==> config.mk <==
export PLATFORM = sky130hd
export DESIGN_NAME = advance_4bit_adder_flat
export DESIGN_NICKNAME = d
export VERILOG_FILES = /design/src/rtl/advance_4bit_adder_if.sv /design/src/rtl/advance_4bit_adder.sv /design/src/flat_wrapper.sv
export SDC_FILE = /design/constraint.sdc
export NUM_CORES = 1
export LEC_CHECK = 0
export CORE_AREA = 2 2 39 41
export CTS_CLUSTER_DIAMETER = 80
export CTS_CLUSTER_SIZE = 14
export DETAILED_ROUTE_END_ITERATION = 16
export DIE_AREA = 0 0 41 43
export GPL_TIMING_DRIVEN = 0
export HOLD_SLACK_MARGIN = 0.02
export MAX_ROUTING_LAYER = met4
export PLACE_DENSITY = 0.53
export SKIP_CTS_REPAIR_TIMING = 1
export SYNTH_ARGS = -nofsm -noshare
export SYNTH_HDL_FRONTEND = slang
export SYNTH_SLANG_ARGS = --single-unit
==> constraint.sdc <==
create_clock -name clk -period 0.8 [get_ports clk]
set_input_delay 0.08 -clock clk [delete_from_list [all_inputs] [get_ports clk]]
set_output_delay 0.08 -clock clk [all_outputs]
set_load 0.05 [all_outputs]
==> src/rtl/advance_4bit_adder_if.sv <==
// rtl/advance_4bit_adder_if.sv - operand and result bundle for the registered 4-bit CLA adder
interface advance_4bit_adder_if;
    logic [3:0] A;
    logic [3:0] B;
    logic [3:0] S;
    logic       cout;

    modport master (
        output A,
        output B,
        input  S,
        input  cout
    );

    modport slave (
        input  A,
        input  B,
        output S,
        output cout
    );
endinterface

==> src/rtl/advance_4bit_adder.sv <==
// rtl/advance_4bit_adder.sv - 4-bit carry-lookahead adder with registered {cout, S}
module advance_4bit_adder (
    input  logic                     clk,
    input  logic                     rst_n,
    advance_4bit_adder_if.slave      bus
);
    logic [3:0] g;
    logic [3:0] p;
    logic [4:0] c;
    logic [3:0] s_next;

    assign g = bus.A & bus.B;
    assign p = bus.A ^ bus.B;

    // Every carry is a flat sum of products of g/p so no carry waits on its neighbour.
    assign c[0] = 1'b0;
    assign c[1] = g[0];
    assign c[2] = g[1] | (p[1] & g[0]);
    assign c[3] = g[2] | (p[2] & g[1]) | (p[2] & p[1] & g[0]);
    assign c[4] = g[3] | (p[3] & g[2]) | (p[3] & p[2] & g[1]) | (p[3] & p[2] & p[1] & g[0]);

    assign s_next = p ^ c[3:0];

    always_ff @(posedge clk or negedge rst_n) begin
        if (!rst_n) begin
            bus.S    <= 4'b0000;
            bus.cout <= 1'b0;
        end else begin
            bus.S    <= s_next;
            bus.cout <= c[4];
        end
    end
endmodule

==> src/flat_wrapper.sv <==
// flat-port wrapper written by rule: the top's interface ports become plain ports
module advance_4bit_adder_flat 
  (clk, rst_n, bus_A, bus_B, bus_S, bus_cout);
  advance_4bit_adder_if bus_i ();
  input  logic clk;
  input  logic rst_n;
  input wire logic [$bits(bus_i.A)-1:0] bus_A;
  input wire logic [$bits(bus_i.B)-1:0] bus_B;
  output wire logic [$bits(bus_i.S)-1:0] bus_S;
  output wire logic [$bits(bus_i.cout)-1:0] bus_cout;
  assign bus_i.A = bus_A;
  assign bus_i.B = bus_B;
  assign bus_S = bus_i.S;
  assign bus_cout = bus_i.cout;
  advance_4bit_adder u_core (.clk(clk), .rst_n(rst_n), .bus(bus_i));
endmodule
Word-level counts from Yosys, hierarchy flattened

Cells that the tools add are included.

Bitwise gates (word level): 18

Operator list:

| operator          | count |
|---|---|
| 1-bit AND         | 9 |
| 4-bit bitwise XOR | 2 |
| 1-bit OR          | 6 |
| 4-bit AND         | 1 |

Flip-flop bits (word level): 5
Input bits: 10
Output and inout bits: 5
Word-level logic and storage cells: 20

Depth between registers and ports, before layout

Depth in word-level cells: 5
Mapped depth: 4
Mapped depth without buffers: 4

Least setup slack after synthesis

No wires, ideal clock.

Path type: input-to-reg
Start: input bus_B[2]
End: register u_core.bus.cout
Library setup time: 0.118 ns
Arrival time: 0.781 ns
Required time: 0.682 ns
Slack: -0.099 ns
Stages: 4
Path buffers: 0
Cell sequence: ha_1 a21oi_2 nand2_1 a21o_1

Word-level cells in the longest chain between the ends: 5
Elaborated cells on any way between the ends: 10
Those cells by class: 10 x bitwise

Ends and longest elaborated chain:

| element                                            | line                                               | RTL |
|---|---|---|
| start, declared                                    | flat_wrapper.sv:8                                  | `input wire logic [$bits(bus_i.B)-1:0] bus_B;` |
| 4-bit AND or 4-bit bitwise XOR (tied branches)     | advance_4bit_adder.sv:12, advance_4bit_adder.sv:13 |  |
| 1-bit AND                                          | advance_4bit_adder.sv:20                           | `assign c[4] = g[3] \| (p[3] & g[2]) \| (p[3] & p[2] & g[1]) \| (p[3] & p[2] & p[1] & g[0]);` |
| 1-bit OR or 1-bit AND (tied branches) (2 in a row) | advance_4bit_adder.sv:20                           |  |
| 1-bit OR (*)                                       | advance_4bit_adder.sv:20                           |  |
| named net u_core.c[4]                              | advance_4bit_adder.sv:9                            | `logic [4:0] c;` |
| end signal, assigned                               | advance_4bit_adder.sv:30                           | `bus.cout <= c[4];` |
| end, declared                                      | advance_4bit_adder_if.sv:19                        | `output cout` |

The timed path passes the listed nets; every way through them passes the cells marked *.

Worst setup path after layout

Start: register u_core.bus.S[1]
End: output bus_S[1]

RTL lines:

| element                | line                        | RTL |
|---|---|---|
| start, declared        | advance_4bit_adder_if.sv:18 | `output S,` |
| start signal, assigned | advance_4bit_adder.sv:29    | `bus.S <= s_next;` |
| end, declared          | flat_wrapper.sv:9           | `output wire logic [$bits(bus_i.S)-1:0] bus_S;` |

No word-level cell between the ends.

==> out/qor.yml <==
setup_repair_after_global_routing_missed_its_margin: "yes"
remaining_drc_errors: 0
drt-pass1-iter-count: 1
min_path_type: "input pin to asynchronous set/reset pin"
hold_violations: 0
crit_arrival_ns: 0.76
areaGrowthSynthToFinish_pct: 94.1
final_worst_path_setup_slack_ns: -0.0380
critical-path-slowest-cell: "sky130_fd_sc_hd__dfrtp_1"
vias: 219
yosysSeqAreaShare_pct: 49.5
design.core.area_um2: 1380
grt_first_pass_wirelength_um: 800
max-vdd-ir-drop_mv: 0.515
total_power_uw: 959
die_y_extent_um: 43
setup_viol: 5
finish.utilization_pct: 35.4
wl_per_cell_um: 10.7
critical_path_endpoint_category: "output port"
max_freq_mhz: 1190
gr-total-overflow: 0
cp_slowest_stage_delay_ns: 0.37
final_nets: 54
drt_first_iter_violations: 0
finalMaxSlewViolations: 0
max-cap-violations: 0
clock_tree.root_cell: "sky130_fd_sc_hd__clkbuf_4"
portBuffers: 14
grtUsageTotal_pct: 7.95
die_width_um: 41
gp_congestion: 0.618
drive_gt1_share_pct: 44.7
leakage_uw: 0.000271
yosys.cell_types.count: 10
timing.final.crit_period_ns: 0.838
cp_num_cells: 1
route.antenna.remaining_nets: 0
io-pin-count: 15
worstMarginPinSlew_ns: 0.217
insertedDiodeCount: 0
min_period_over_period_pct: 105
avgViaCountPerCell: 4.06
startpoint: "u_core.bus.S[1]"
vias_in_the_first_global_route: 216
htree_num_levels: 1
initial_utilization_pct: 18.3
initial_antenna_violation_count: 0
dp_slack_ns: -0.624
totalWireLength_um: 577
syn_inst: 20
post_synth_instance_area_um2: 253
clkTransAtPathRegs_ns: 0.04
cts_tree: "yes"
timing.critical_path.from_type: "flop"
syn_area_cell_um2: 12.6
critPathBufInv: 1
cts-buffers-inserted: 3
crit_path_end: "bus_S[1]"
cellPowerDensity_nw_per_um2: 1960
mappedNetlistNets: 35
std_cell_rows: 14
path_class: "flop to output port"
cp_cell_sequence: "buf_6"
clock-sinks: 5
violations_in_the_final_reports: "setup timing"
timing.max_slew.rel_slack_pct: 85.5
cp_data_required_time_ns: 0.72
cts.path.max_buffers: 2
maximum_number_of_pins_on_one_net_before_global_route_repair: 6
crit_family: "flip-flops"
worstPathMaxFanout: 1
total_number_of_yosys_warnings: 0
status: "finished, violations left"
totalNegativeSetupSlack_ns: -0.169
synth.ff_latch_count: 5
design.die.area_um2: 1760
-- report_power, final --
part           leakage [µW]  switching, µW  total (µW)  internal, µW
combinational      0.000197            214         367           154
clock             0.0000150           95.5         284           188
sequential        0.0000588           16.1         308           292
-- cells by family after synthesis --
group,after synthesis,share of synthesized area [%]
AO/OA/AOI/OAI,2,6.44
XOR/XNOR,2,6.93
adder cells (fa/ha/maj),5,27.7
buffers and inverters,4,5.94
flip-flops,5,49.5
AND/OR/NAND/NOR,2,3.46
-- final cells by class --
| cell class | instances | area, µm² |
|---|---|---|
| clock buffer | 4 | 26.3 |
| fill | 142 | 893 |
| inverter | 4 | 15.0 |
| multi-input combinational | 11 | 153 |
| sequential | 5 | 125 |
| tap | 16 | 20.0 |
| timing repair buffer | 14 | 151 |
-- cell usage after synthesis --
| library cell | number | area, µm² |
|---|---|---|
| sky130_fd_sc_hd__a21o_1 | 1 | 7.51 |
| sky130_fd_sc_hd__a21oi_2 | 1 | 8.76 |
| sky130_fd_sc_hd__dfrtp_1 | 5 | 125 |
| sky130_fd_sc_hd__fa_1 | 1 | 20.0 |
| sky130_fd_sc_hd__ha_1 | 4 | 50.1 |
| sky130_fd_sc_hd__inv_1 | 4 | 15.0 |
| sky130_fd_sc_hd__nand2_1 | 1 | 3.75 |
| sky130_fd_sc_hd__nand3_1 | 1 | 5.00 |
| sky130_fd_sc_hd__xnor2_1 | 1 | 8.76 |
| sky130_fd_sc_hd__xor2_1 | 1 | 8.76 |
-- layer usage --
layer	part of all wire (%)	wire (µm)	up-vias	track usage (%)
li1	-	-	99	-
met1	29	168	101	5.86
met2	52	300	17	11.6
met3	16	93	2	3.66
met4	2.4	14	0	10.0
met5	0	0	-	-
-- metrics by stage --
step	hold slack [ns]	cell area, µm²	instances
5_1_grt	0.0634	490	54
4_1_cts	0.0554	464	54
6_report	0.0573	490	54
3_3_place_gp	0.308	438	50
3_5_place_dp	0.314	438	50
2_1_floorplan	-0.216	278	20
-- cell usage in the layout, fill, tap and decap left out --
| cell type | count |
|---|---|
| sky130_fd_sc_hd__clkdlybuf4s50_1 | 1 |
| sky130_fd_sc_hd__ha_4 | 3 |
| sky130_fd_sc_hd__ha_1 | 1 |
| sky130_fd_sc_hd__inv_1 | 2 |
| sky130_fd_sc_hd__fa_2 | 1 |
| sky130_fd_sc_hd__dfrtp_1 | 5 |
| sky130_fd_sc_hd__clkbuf_1 | 1 |
| sky130_fd_sc_hd__buf_6 | 5 |
| sky130_fd_sc_hd__a21o_1 | 1 |
| sky130_fd_sc_hd__a21oi_2 | 1 |
| sky130_fd_sc_hd__clkbuf_4 | 3 |
| sky130_fd_sc_hd__dlymetal6s2s_1 | 6 |
| sky130_fd_sc_hd__nand3_1 | 1 |
| sky130_fd_sc_hd__nand2_1 | 1 |
| sky130_fd_sc_hd__clkbuf_2 | 2 |
| sky130_fd_sc_hd__xnor2_1 | 1 |
| sky130_fd_sc_hd__inv_2 | 2 |
| sky130_fd_sc_hd__xor2_1 | 1 |
-- flip-flops by register name, summed over array words and instances (netlist names) --
register and count:
u_core.bus.S 4, u_core.bus.cout 1
-- worst min-delay path by stage --
stage                 endpoint  depth (start not counted)  startpoint
6_report       u_core.bus.S[0]                          1       rst_n
5_1_grt        u_core.bus.S[0]                          1       rst_n
4_1_cts        u_core.bus.S[0]                          1       rst_n
3_5_place_dp   u_core.bus.S[0]                          1       rst_n
3_3_place_gp   u_core.bus.S[3]                          1       rst_n
2_1_floorplan  u_core.bus.S[0]                          0       rst_n
No activity file was read; power rests on OpenSTA's default activity.
